--- config.mk ---
export PLATFORM = sky130hd
export DESIGN_NAME = fifo_i2c_rx_pack
export DESIGN_NICKNAME = d
export VERILOG_FILES = /design/src/rtl/fifo_i2c_rx_pack.sv
export SDC_FILE = /design/constraint.sdc
export NUM_CORES = 1
export LEC_CHECK = 0
export CORE_MARGIN = 3
export CORE_UTILIZATION = 40
export DETAILED_ROUTE_END_ITERATION = 6
export SLEW_MARGIN = 10
export SYNTH_ARGS = -nofsm -noshare
export SYNTH_HDL_FRONTEND = slang
export SYNTH_SLANG_ARGS = --single-unit
--- constraint.sdc ---
create_clock -name clk -period 7.2 [get_ports clk]
set_input_delay 1.44 -clock clk [delete_from_list [all_inputs] [get_ports clk]]
set_output_delay 1.44 -clock clk [all_outputs]
set_load 0.005 [all_outputs]
--- src/rtl/fifo_i2c_rx_pack.sv ---
// Receive-side byte-to-word packing FIFO for the I2C peripheral.
// Bytes from the I2C engine are packed MSB-lane first into WIDTH_OUT words
// and buffered for the bus side. A flush pushes a partially filled word.
module fifo_i2c_rx_pack #(
    parameter int DEPTH     = 16,
    parameter int WIDTH_IN  = 8,
    parameter int WIDTH_OUT = 32,
    localparam int RATIO    = WIDTH_OUT / WIDTH_IN,
    localparam int LANE_W   = $clog2(RATIO),
    localparam int BYTES_W  = $clog2(RATIO) + 1,
    localparam int CNT_W    = $clog2(DEPTH + 1),
    localparam int PTR_W    = $clog2(DEPTH)
) (
    input  logic                 clk,
    input  logic                 rst,
    input  logic                 wr_en,
    input  logic [WIDTH_IN-1:0]  data_in,
    input  logic                 flush,
    input  logic                 rd_en,
    output logic [WIDTH_OUT-1:0] data_out,
    output logic [BYTES_W-1:0]   dout_bytes,
    output logic                 dout_valid,
    output logic                 full,
    output logic                 empty,
    output logic                 in_ready,
    output logic                 overflow,
    output logic [CNT_W-1:0]     count
);

    localparam int ENTRY_W = WIDTH_OUT + BYTES_W;

    // Packer state
    logic [WIDTH_OUT-1:0] pack_q, pack_d;
    logic [LANE_W-1:0]    lane_q, lane_d;
    logic                 flush_pend_q, flush_pend_d;
    logic                 overflow_q;

    // Storage state
    logic [ENTRY_W-1:0]   mem [DEPTH];
    logic [PTR_W-1:0]     wr_ptr_q, rd_ptr_q;
    logic [CNT_W-1:0]     count_q, count_d;
    logic [WIDTH_OUT-1:0] data_out_q;
    logic [BYTES_W-1:0]   dout_bytes_q;
    logic                 dout_valid_q;

    // Combinational helpers
    logic                 full_w, empty_w, in_ready_w;
    logic                 last_lane, accept, complete, flush_act, push, pop;
    logic [BYTES_W-1:0]   lane_eff;
    logic [WIDTH_OUT-1:0] pack_eff;

    assign full_w     = (count_q == CNT_W'(DEPTH));
    assign empty_w    = (count_q == '0);
    assign last_lane  = (lane_q == LANE_W'(RATIO - 1));
    // A word can only be completed when there is room to push it.
    assign in_ready_w = !flush_pend_q && !(full_w && last_lane);
    assign accept     = wr_en && in_ready_w;
    assign complete   = accept && last_lane;

    // Word contents including a byte accepted this cycle.
    generate
        for (genvar gi = 0; gi < RATIO; gi++) begin : g_lane
            assign pack_eff[WIDTH_OUT-1-gi*WIDTH_IN -: WIDTH_IN] =
                (accept && lane_q == LANE_W'(gi)) ? data_in
                                                  : pack_q[WIDTH_OUT-1-gi*WIDTH_IN -: WIDTH_IN];
        end
    endgenerate

    // Byte count including this cycle's accepted byte; equals RATIO on completion.
    assign lane_eff  = {1'b0, lane_q} + BYTES_W'(accept);
    // A (new or pending) flush only matters if a partial word remains.
    assign flush_act = (flush || flush_pend_q) && !complete && (lane_eff != '0);
    // Push gated by registered full: no pass-through when full.
    assign push      = complete || (flush_act && !full_w);
    assign pop       = rd_en && !empty_w;

    // Packer next state: clear on push, otherwise absorb byte and latch pending flush.
    always_comb begin
        pack_d       = pack_q;
        lane_d       = lane_q;
        flush_pend_d = flush_pend_q;
        if (push) begin
            pack_d       = '0;
            lane_d       = '0;
            flush_pend_d = 1'b0;
        end else begin
            if (accept) begin
                pack_d = pack_eff;
                lane_d = lane_eff[LANE_W-1:0];
            end
            if (flush_act) begin
                flush_pend_d = 1'b1;
            end
        end
    end

    // Occupancy next state; simultaneous push and pop leave it unchanged.
    always_comb begin
        count_d = count_q;
        case ({push, pop})
            2'b10:   count_d = count_q + CNT_W'(1);
            2'b01:   count_d = count_q - CNT_W'(1);
            default: count_d = count_q;
        endcase
    end

    // Word storage write port (no reset so it maps to block RAM).
    always_ff @(posedge clk) begin
        if (push) begin
            mem[wr_ptr_q] <= {pack_eff, lane_eff};
        end
    end

    // State registers and registered read port.
    always_ff @(posedge clk or posedge rst) begin
        if (rst) begin
            pack_q       <= '0;
            lane_q       <= '0;
            flush_pend_q <= 1'b0;
            overflow_q   <= 1'b0;
            wr_ptr_q     <= '0;
            rd_ptr_q     <= '0;
            count_q      <= '0;
            data_out_q   <= '0;
            dout_bytes_q <= '0;
            dout_valid_q <= 1'b0;
        end else begin
            pack_q       <= pack_d;
            lane_q       <= lane_d;
            flush_pend_q <= flush_pend_d;
            count_q      <= count_d;
            dout_valid_q <= pop;
            if (wr_en && !in_ready_w) begin
                overflow_q <= 1'b1;
            end
            if (push) begin
                wr_ptr_q <= wr_ptr_q + PTR_W'(1);
            end
            if (pop) begin
                {data_out_q, dout_bytes_q} <= mem[rd_ptr_q];
                rd_ptr_q                   <= rd_ptr_q + PTR_W'(1);
            end
        end
    end

    assign data_out   = data_out_q;
    assign dout_bytes = dout_bytes_q;
    assign dout_valid = dout_valid_q;
    assign full       = full_w;
    assign empty      = empty_w;
    assign in_ready   = in_ready_w;
    assign overflow   = overflow_q;
    assign count      = count_q;

endmodule
==> results of run 1 <==
## layer usage
layer | wire [um] | vias to the layer above | share of wire
li1 | - | 5014 | -
met1 | 26600 | 6383 | 0.47
met2 | 26300 | 317 | 0.46
met3 | 3370 | 66 | 0.059
met4 | 948 | 0 | 0.017
met5 | 0 | - | 0
## path summary, 6_finish.rpt
check,slack (ns),cells past startpoint,endpoint
worst min-delay path,0.50,1,pack_q[9]
worst max register to register,1.73,16,count[4]
worst max-delay path,1.73,16,count[4]
max in group asynchronous,4.74,3,rd_ptr_q[1]
worst min register to register,0.50,1,pack_q[9]
min in group asynchronous,1.32,2,count[0]
## logic make-up after synthesis
group | Yosys count | synth area share
buffers and inverters | 74 | 0.0164
xor gates and xnor gates | 10 | 0.00379
muxes | 210 | 0.157
DFF | 645 | 0.754
adders and majority gates | 12 | 0.00628
AOI/OAI and AO/OA | 147 | 0.0465
and+or+nand+nor | 66 | 0.0158
## flip-flops by register name (all words and copies together), names as in the netlist
register,cells
flush_pend_q,1
count,5
dout_valid,1
rd_ptr_q,4
overflow,1
mem,560
dout_bytes,3
lane_q,2
wr_ptr_q,4
pack_q,32
data_out,32
## through the flow
stage | instance area (um2) | setup WS, ns | hold WS, ns | power, W
after CTS | 28900 | 1.74 | 0.499 | 0.0126
after detailed placement | 26700 | 1.32 | 0.477 | 0.00909
after global placement | 26700 | 1.36 | 0.479 | 0.00903
final | 28900 | 1.73 | 0.496 | 0.0125
after global routing | 28900 | 1.39 | 0.506 | 0.0130
after floorplan | 25100 | 1.39 | 0.460 | 0.00770
## layout make-up
| type | count | area [um2] |
|---|---|---|
| multi-input cells | 445 | 5870 |
| fillers | 5146 | 33000 |
| well taps | 837 | 1050 |
| clock buffers | 97 | 1950 |
| clock inverters | 23 | 297 |
| flip-flops and latches | 645 | 19000 |
| diodes | 1 | 2.50 |
| repair buffers | 85 | 781 |
| inverters | 10 | 40.0 |
## synth_stat cells (2+ instances only)
| cell | count | area (um2) |
|---|---|---|
| sky130_fd_sc_hd__buf_1 | 7 | 26.3 |
| sky130_fd_sc_hd__ha_1 | 11 | 138 |
| sky130_fd_sc_hd__mux4_2 | 140 | 3150 |
| sky130_fd_sc_hd__nor3_1 | 4 | 20.0 |
| sky130_fd_sc_hd__nand2b_1 | 5 | 31.3 |
| sky130_fd_sc_hd__clkbuf_1 | 11 | 41.3 |
| sky130_fd_sc_hd__o22ai_1 | 49 | 307 |
| sky130_fd_sc_hd__xor2_1 | 3 | 26.3 |
| sky130_fd_sc_hd__o22ai_2 | 21 | 263 |
| sky130_fd_sc_hd__buf_4 | 8 | 60.1 |
| sky130_fd_sc_hd__inv_1 | 10 | 37.5 |
| sky130_fd_sc_hd__a21oi_2 | 22 | 193 |
| sky130_fd_sc_hd__or2_2 | 2 | 12.5 |
| sky130_fd_sc_hd__buf_6 | 9 | 101 |
| sky130_fd_sc_hd__nand3_1 | 2 | 10.0 |
| sky130_fd_sc_hd__nand4_1 | 2 | 12.5 |
| sky130_fd_sc_hd__nor2_2 | 4 | 25.0 |
| sky130_fd_sc_hd__o21ai_0 | 5 | 25.0 |
| sky130_fd_sc_hd__edfxtp_1 | 560 | 16800 |
| sky130_fd_sc_hd__a22o_1 | 24 | 210 |
| sky130_fd_sc_hd__a21oi_1 | 19 | 95.1 |
| sky130_fd_sc_hd__nand2_1 | 11 | 41.3 |
| sky130_fd_sc_hd__nor2b_1 | 11 | 68.8 |
| sky130_fd_sc_hd__nand2_2 | 2 | 12.5 |
| sky130_fd_sc_hd__dfrtp_1 | 85 | 2130 |
| sky130_fd_sc_hd__mux2_2 | 68 | 766 |
| sky130_fd_sc_hd__xnor2_1 | 6 | 52.6 |
| sky130_fd_sc_hd__nor2_1 | 13 | 48.8 |
| sky130_fd_sc_hd__buf_2 | 29 | 145 |
## layout by cell type (no fill, tap or decap), drive strengths merged, types with 3 or more instances in the layout
master | synthesis | routed
clkdlybuf4s50 | 0 | 57
nor2 | 19 | 19
mux2 | 69 | 69
a21oi | 41 | 41
nor2b | 11 | 11
xnor2 | 7 | 7
o22ai | 70 | 70
nor3 | 6 | 6
ha | 11 | 11
clkinvlp | 0 | 3
buf | 53 | 28
clkbuf | 11 | 97
xor2 | 3 | 3
inv | 10 | 11
a22o | 24 | 24
bufinv | 0 | 7
o21ai | 6 | 6
nand2 | 14 | 14
dfrtp | 85 | 85
edfxtp | 560 | 560
nand2b | 5 | 5
mux4 | 140 | 140
clkinv | 0 | 12
## power breakdown
group	total [W]	leakage (nW)	switching (W)	internal (W)
logic	0.00360	2.22	0.00200	0.00160
registers	0.00536	6.23	0.000454	0.00491
clock network	0.00352	1.10	0.00138	0.00214
total	0.0125	9.55	0.00384	0.00865
==> results.env, run 1 <==
AREA_GROWTH_SYN_TO_LAYOUT_PCT=15.3
CELLS_ALONG_THE_CRITICAL_PATH='or4_4 -> nor2_8 -> a31oi_1 -> and2_1 -> ha_1 -> ha_1 -> o32ai_1 -> a21oi_2 -> inv_1 -> ha_1 -> ha_1 -> nor2b_1 -> o21ai_0 -> a21oi_1 -> or3b_2 -> xnor2_1'
START_UTIL=0.405
WORSTHOLDPATHTYPE='register to register'
CLKSLEWWORSTSETUPHOLDPATHS_NS=0.06
NUMBER_OF_FLOPS_MAPPED_TO_ENABLE_CELLS_BY_YOSYS=560
FIRST_ITER_VIOLATIONS=1425
POST_DRT_VIA_CELL_RATIO=5.50
CRIT_FANOUT=18
SYNTH.NET_COUNT=1189
DESIGN.PORTCOUNT=58
DRT-TOTAL-WL_UM=57200
SEQ_AREA_FRAC_SYNTH=0.754
GRT_MAX_DEGREE=61
CRITICAL_PATH.MAX_STAGE_DELAY_NS=0.79
DIE_EXTENT_IN_Y_UM=257
ARRIVAL_NS=5.95
DIE_WIDTH_UM=257
ANT_NETS=0
TRITONCTS_NUM_SINKS=645
FIN_CRIT_NS=5.47
FLOORPLAN.CORE_AREA_UM2=61900
GRT_PASS1_WL_UM=85000
YS.FLOP_TYPE='sky130_fd_sc_hd__edfxtp_1'
HOLDBUFCOUNTCTS=0
POSTSYNTH.ASYNCRESETSHARE=0.132
CP_SLOWEST_CELL='sky130_fd_sc_hd__a21oi_2'
CLOCK_INSERTION_DELAY_AT_THE_LATER_PIN_OF_THE_SKEW_REPORT_NS=0.59
SYNTHDISTINCTLIBCELLS=50
USE_MET1=0.267
DIE_AREA_UM2=65800
CP-END-KIND='register'
GRT_MOST_USED_LAYER='met1'
DRT_FIRST_PASS_ITERS=5
DRC=0
FIN_NETS=1278
FIRST_GLOBAL_VIAS=12200
ROOT_BUFFER='sky130_fd_sc_hd__clkbuf_16'
TIMING.FINAL.MAX_SLEW_VIOLATIONS=0
CORE.ROWCOUNT=91
FINAL_LAYOUT_SIZE_SUFFIX_GT1_FRAC=0.320
SETUP_REPAIR_AFTER_GLOBAL_ROUTING_MISSED_ITS_MARGIN='false'
CRIT_PATH_START='count[0]'
FINAL_CELL_COUNT_NO_FILL=2143
FINAL-SETUP-VIOL-COUNT=0
SETUP_TNS_NS=0
CTS_BUFFERS=66
NUMBER_OF_SETUP_BUFFERS_ADDED_AFTER_CTS=0
SYNTH-SEQ-CELLS=645
PORT_BUFFERS=57
HOLD_PATH_STARTPOINT='pack_q[9]'
STATUS='finished clean'
TIMING.CRITICAL_PATH.FROM_TYPE='register'
POSTSYNTHCELLCOUNT=1164
GLOBALROUTEMET2UTIL=0.262
POSTLAYOUTCOREUTIL=0.467
WORSTPATHREQUIRED_NS=7.68
HOLD_VIOL_FINAL=0
CTS-ROOT-TO-SINK-BUFFERS=3
SYN-MEAN-INSTANCE-AREA_UM2=21.6
WORSTREG2REGSTART='count[0]'
CTS_RESIZED=0
CP_TOP_FAMILY='compound AO/OA/AOI/OAI gates'
VDD_IR_DROP_MAX_uV=228
DETAILED_PLACE_HPWL_UM=34700
WORST_CLOCK_SKEW_NS=0.0223
HTREE_LEVELS=3
TIGHTEST_SLEW_NS=1.02
FINALWEIGHTEDCONGESTION=0.780
CRIT_TOP_CELL='sky130_fd_sc_hd__ha_1'
POST-PLACE-CELLS=2022
GLOBALROUTEOVERFLOWTOTAL=0
YOSYSWARNINGS=0
P_LEAK_nW=9.55
CTS_TREE='built'
GRT_ANTENNA_BEFORE_REPAIR=5
FINAL_MIN_PERIOD_OVER_CLOCK_PERIOD=0.760
GROUTE.USAGE.OVERALL=0.176
POWER.DENSITY_nW_PER_UM2=431
MAX_FREQ_MHz=183
WL_PER_CELL_UM=26.7
TIMING.CRITICAL_PATH.BUF_INV=1
DETAILROUTE.VIA_COUNT=11800
DRV.MAX_CAP_VIOLATION_COUNT=0
CRITICAL_PATH_CLASS='register to register'
GRT_MET3_USAGE=0.0338
REL_SLEW_SLACK=0.320
NETLIST_AREA_UM2=25100
No activity file was read; power rests on OpenSTA's default activity.
==> run 2, diff against run 1 <==
==> constraint.sdc (replaced) <==
create_clock -name clk -period 4.9 [get_ports clk]
set_input_delay 0.98 -clock clk [delete_from_list [all_inputs] [get_ports clk]]
set_output_delay 0.98 -clock clk [all_outputs]
set_load 0.005 [all_outputs]
==> results.env, run 2 (synthesized netlist as in run 1, its figures left out) <==
CP-END-KIND='register'  # unchanged
CRIT_FANOUT=8  # was 18
NUMBER_OF_SETUP_BUFFERS_ADDED_AFTER_CTS=0  # unchanged
LAYOUT.CELLS.MOST_COMMON='sky130_fd_sc_hd__edfxtp_1'  # unchanged
CTS_BUFFERS=61  # was 66
POWER.DENSITY_nW_PER_UM2=610  # was 431 nW/um2
DIE_WIDTH_UM=257  # unchanged
CP_SLOWEST_CELL='sky130_fd_sc_hd__or4_4'  # was sky130_fd_sc_hd__a21oi_2
DRC=0  # unchanged
GRT_ANTENNA_BEFORE_REPAIR=0  # was 5
P_LEAK_nW=9.51  # was 9.55 nW
ANTENNADIODECOUNT=0  # was 1
HOLD_VIOL_FINAL=0  # unchanged
AREA_OF_ALL_PLACED_CELLS_WITHOUT_FILLERS_UM2=28800  # was 28900 um2
SWITCHING_SHARE_OF_TOTAL_POWER=0.305  # was 0.307
HTREE_LEVELS=2  # was 3
GLOBALROUTEOVERFLOWTOTAL=0  # unchanged
START_UTIL=0.405  # unchanged
CRIT_PATH_START='count[0]'  # unchanged
SETUP_REPAIR_AFTER_GLOBAL_ROUTING_MISSED_ITS_MARGIN='false'  # unchanged
CLKSLEWWORSTSETUPHOLDPATHS_NS=0.06  # about the same
REL_SLEW_SLACK=0.424  # was 0.320
WORSTREG2REGSTART='count[0]'  # unchanged
TIMING.HOLD.WORST_PATH_DEPTH=1  # unchanged
SETUP_TNS_NS=0  # unchanged
DRT_FIRST_PASS_ITERS=5  # unchanged
WORST_CLOCK_SKEW_NS=0.0350  # was 0.0223 ns
ROOT_BUFFER='sky130_fd_sc_hd__clkbuf_16'  # unchanged
ANT_NETS=0  # unchanged
WORSTHOLDPATHTYPE='register to register'  # unchanged
FIRST_ITER_VIOLATIONS=1068  # was 1425
FIN_NETS=1288  # was 1278
DIE_EXTENT_IN_Y_UM=257  # unchanged
FIRST_GLOBAL_VIAS=12200  # about the same
POST_DRT_VIA_CELL_RATIO=5.45  # was 5.50
WORSTPATHREQUIRED_NS=5.38  # was 7.68 ns
VDD_IR_DROP_MAX_uV=338  # was 228 uV
WL_PER_CELL_UM=25.1  # was 26.7 um
POWER.SHARE.CLOCK=0.259  # was 0.282
CRITICAL_PATH.MAX_STAGE_DELAY_NS=0.60  # was 0.79 ns
AREA_GROWTH_SYN_TO_LAYOUT_PCT=14.8  # was 15.3%
FINAL-SETUP-VIOL-COUNT=0  # unchanged
FINAL_MIN_PERIOD_OVER_CLOCK_PERIOD=0.905  # was 0.760
P_COMB_FRAC=0.295  # was 0.289
CTS_RESIZED=0  # unchanged
P_SW_W=0.00536  # was 0.00384 W
FIN_CRIT_NS=4.43  # was 5.47 ns
MIN_DELAY_WORST_ENDPOINT='overflow'  # was pack_q[9]
AREA.SEQUENTIAL_UM2=19000  # unchanged
PORT_BUFFERS=57  # unchanged
MAX_FREQ_MHz=226  # was 183 MHz
HOLD_PATH_STARTPOINT='overflow'  # was pack_q[9]
CELLS_ALONG_THE_CRITICAL_PATH='or4_4 -> nor2_8 -> a31oi_1 -> and2_1 -> ha_1 -> ha_1 -> o32ai_1 -> a21oi_2 -> inv_1 -> ha_1 -> inv_1 -> fa_1 -> nor2b_1 -> o21ai_0 -> nand3_1 -> or3b_2 -> xnor2_1'  # was or4_4 -> nor2_8 -> a31oi_1 -> and2_1 -> ha_1 -> ha_1 -> o32ai_1 -> a21oi_2 -> inv_1 -> ha_1 -> ha_1 -> nor2b_1 -> o21ai_0 -> a21oi_1 -> or3b_2 -> xnor2_1
STATUS='finished clean'  # unchanged
INTERNAL_POWER_W=0.0122  # was 0.00865 W
DRV.MAX_CAP_VIOLATION_COUNT=0  # unchanged
COMBINED_AREA_OF_THE_MULTI_INPUT_LOGIC_CELLS_UM2=5890  # was 5870 um2
SEQPWRFRAC=0.446  # was 0.429
DETAILED_PLACE_HPWL_UM=31400  # was 34700 um
FF2FF_SETUP_SLACK_NS=0.47  # was 1.73 ns
GRT_MAX_DEGREE=57  # was 61
GRT_PASS1_WL_UM=81400  # was 85000 um
TOP_REGISTER='mem'  # unchanged
FINAL_CELL_MIX='560 x sky130_fd_sc_hd__edfxtp_1, 140 x sky130_fd_sc_hd__mux4_2, 82 x sky130_fd_sc_hd__dfrtp_1, 68 x sky130_fd_sc_hd__mux2_2, 61 x sky130_fd_sc_hd__clkbuf_16'  # was 560 x sky130_fd_sc_hd__edfxtp_1, 140 x sky130_fd_sc_hd__mux4_2, 82 x sky130_fd_sc_hd__dfrtp_1, 71 x sky130_fd_sc_hd__clkbuf_16, 68 x sky130_fd_sc_hd__mux2_2
CTS-ROOT-TO-SINK-BUFFERS=3  # unchanged
WORST_HOLD_SLACK_NS=0.486  # was 0.496 ns
TIMING.FINAL.MAX_SLEW_VIOLATIONS=0  # unchanged
HOLDBUFCOUNTCTS=0  # unchanged
GROUTE.USAGE.OVERALL=0.166  # was 0.176
ARRIVAL_NS=4.92  # was 5.95 ns
FINAL_LAYOUT_SIZE_SUFFIX_GT1_FRAC=0.319  # was 0.320
CRIT_TOP_CELL='sky130_fd_sc_hd__ha_1'  # unchanged
TIGHTEST_SLEW_NS=0.864  # was 1.02 ns
DESIGN.PORTCOUNT=58  # unchanged
REG2REGPATHDEPTH=17  # was 16
CRITICAL_PATH_CLASS='register to register'  # unchanged
FLOORPLAN.CORE_AREA_UM2=61900  # unchanged
LARGEST_REGISTER_FFS=560  # unchanged
CLOCK_INSERTION_DELAY_AT_THE_LATER_PIN_OF_THE_SKEW_REPORT_NS=0.63  # was 0.59 ns
TRITONCTS_NUM_SINKS=645  # unchanged
TIMING.CRITICAL_PATH.FROM_TYPE='register'  # unchanged
NFILLCELLS=5111  # was 5146
FINALWEIGHTEDCONGESTION=0.770  # was 0.780
DRT-TOTAL-WL_UM=54100  # was 57200 um
REG2REG_TO='count[4]'  # unchanged
CORE.ROWCOUNT=91  # unchanged
DIE_AREA_UM2=65800  # unchanged
CTS_TREE='built'  # unchanged
DETAILROUTE.VIA_COUNT=11700  # was 11800
POST_DP_AREA_UM2=26900  # was 26700 um2
## run 2: cell count changes in the layout (fill, tap and decap cells not counted), sizes merged
| cell | delta |
|---|---|
| buf | +15 |
| bufinv | -2 |
| clkbuf | -13 |
| clkinv | +11 |
| clkinvlp | -3 |
| diode | -1 |
| inv | +2 |
## run 2: routing by layer
metal	vias up	track usage	wire length, um
met2	312	0.262	25600
met5	-	0	0
met3	64	0.0289	2700
li1	5036	-	-
met1	6309	0.244	25000
met4	0	0.0364	843
## run 2: metrics by stage
step	std cells	setup WS [ns]	total power, W	utilization
floorplan	1164	0.0564	0.0113	-
global placement	2037	0.487	0.0131	0.434
detailed placement	2037	0.456	0.0132	0.434
CTS	2152	0.446	0.0178	0.466
global route	2152	0.219	0.0184	0.466
finish	2152	0.467	0.0176	0.466
## run 2: power by group through the flow
| stage | Combinational [W] | Clock, W | Sequential (W) |
|---|---|---|---|
| 6_report | 0.00520 | 0.00456 | 0.00784 |
| 5_1_grt | 0.00560 | 0.00491 | 0.00793 |
| 4_1_cts | 0.00528 | 0.00468 | 0.00786 |
| 3_5_place_dp | 0.00526 | 0 | 0.00797 |
| 3_3_place_gp | 0.00519 | 0 | 0.00794 |
| 2_1_floorplan | 0.00378 | 0 | 0.00754 |
## run 2: area by class of cell
class | instances | share of cell area
sequential | 645 | 0.657
clock buffer | 84 | 0.0573
multi-input combinational | 445 | 0.204
inverter | 10 | 0.00139
timing repair buffer | 100 | 0.0336
clock inverter | 31 | 0.00976
tap | 837 | 0.0363
## run 2: how the worst max path moves through the flow
stage	endpoint	slack, ns	cells past startpoint
floorplan	count[4]	0.06	19
global placement	count[4]	0.49	15
detailed placement	count[4]	0.46	15
CTS	count[4]	0.45	17
global route	count[4]	0.22	17
finish	count[4]	0.47	17
## run 2: critical path: cells and delay by family (launching register included)
kind,cells,cell delay [ns]
AND/OR/NAND/NOR,6,1.68
XOR/XNOR,1,0.13
adder cells (fa/ha/maj),4,1.09
buffers and inverters,2,0.18
AO/OA/AOI/OAI,4,0.78
flip-flops,1,0.43
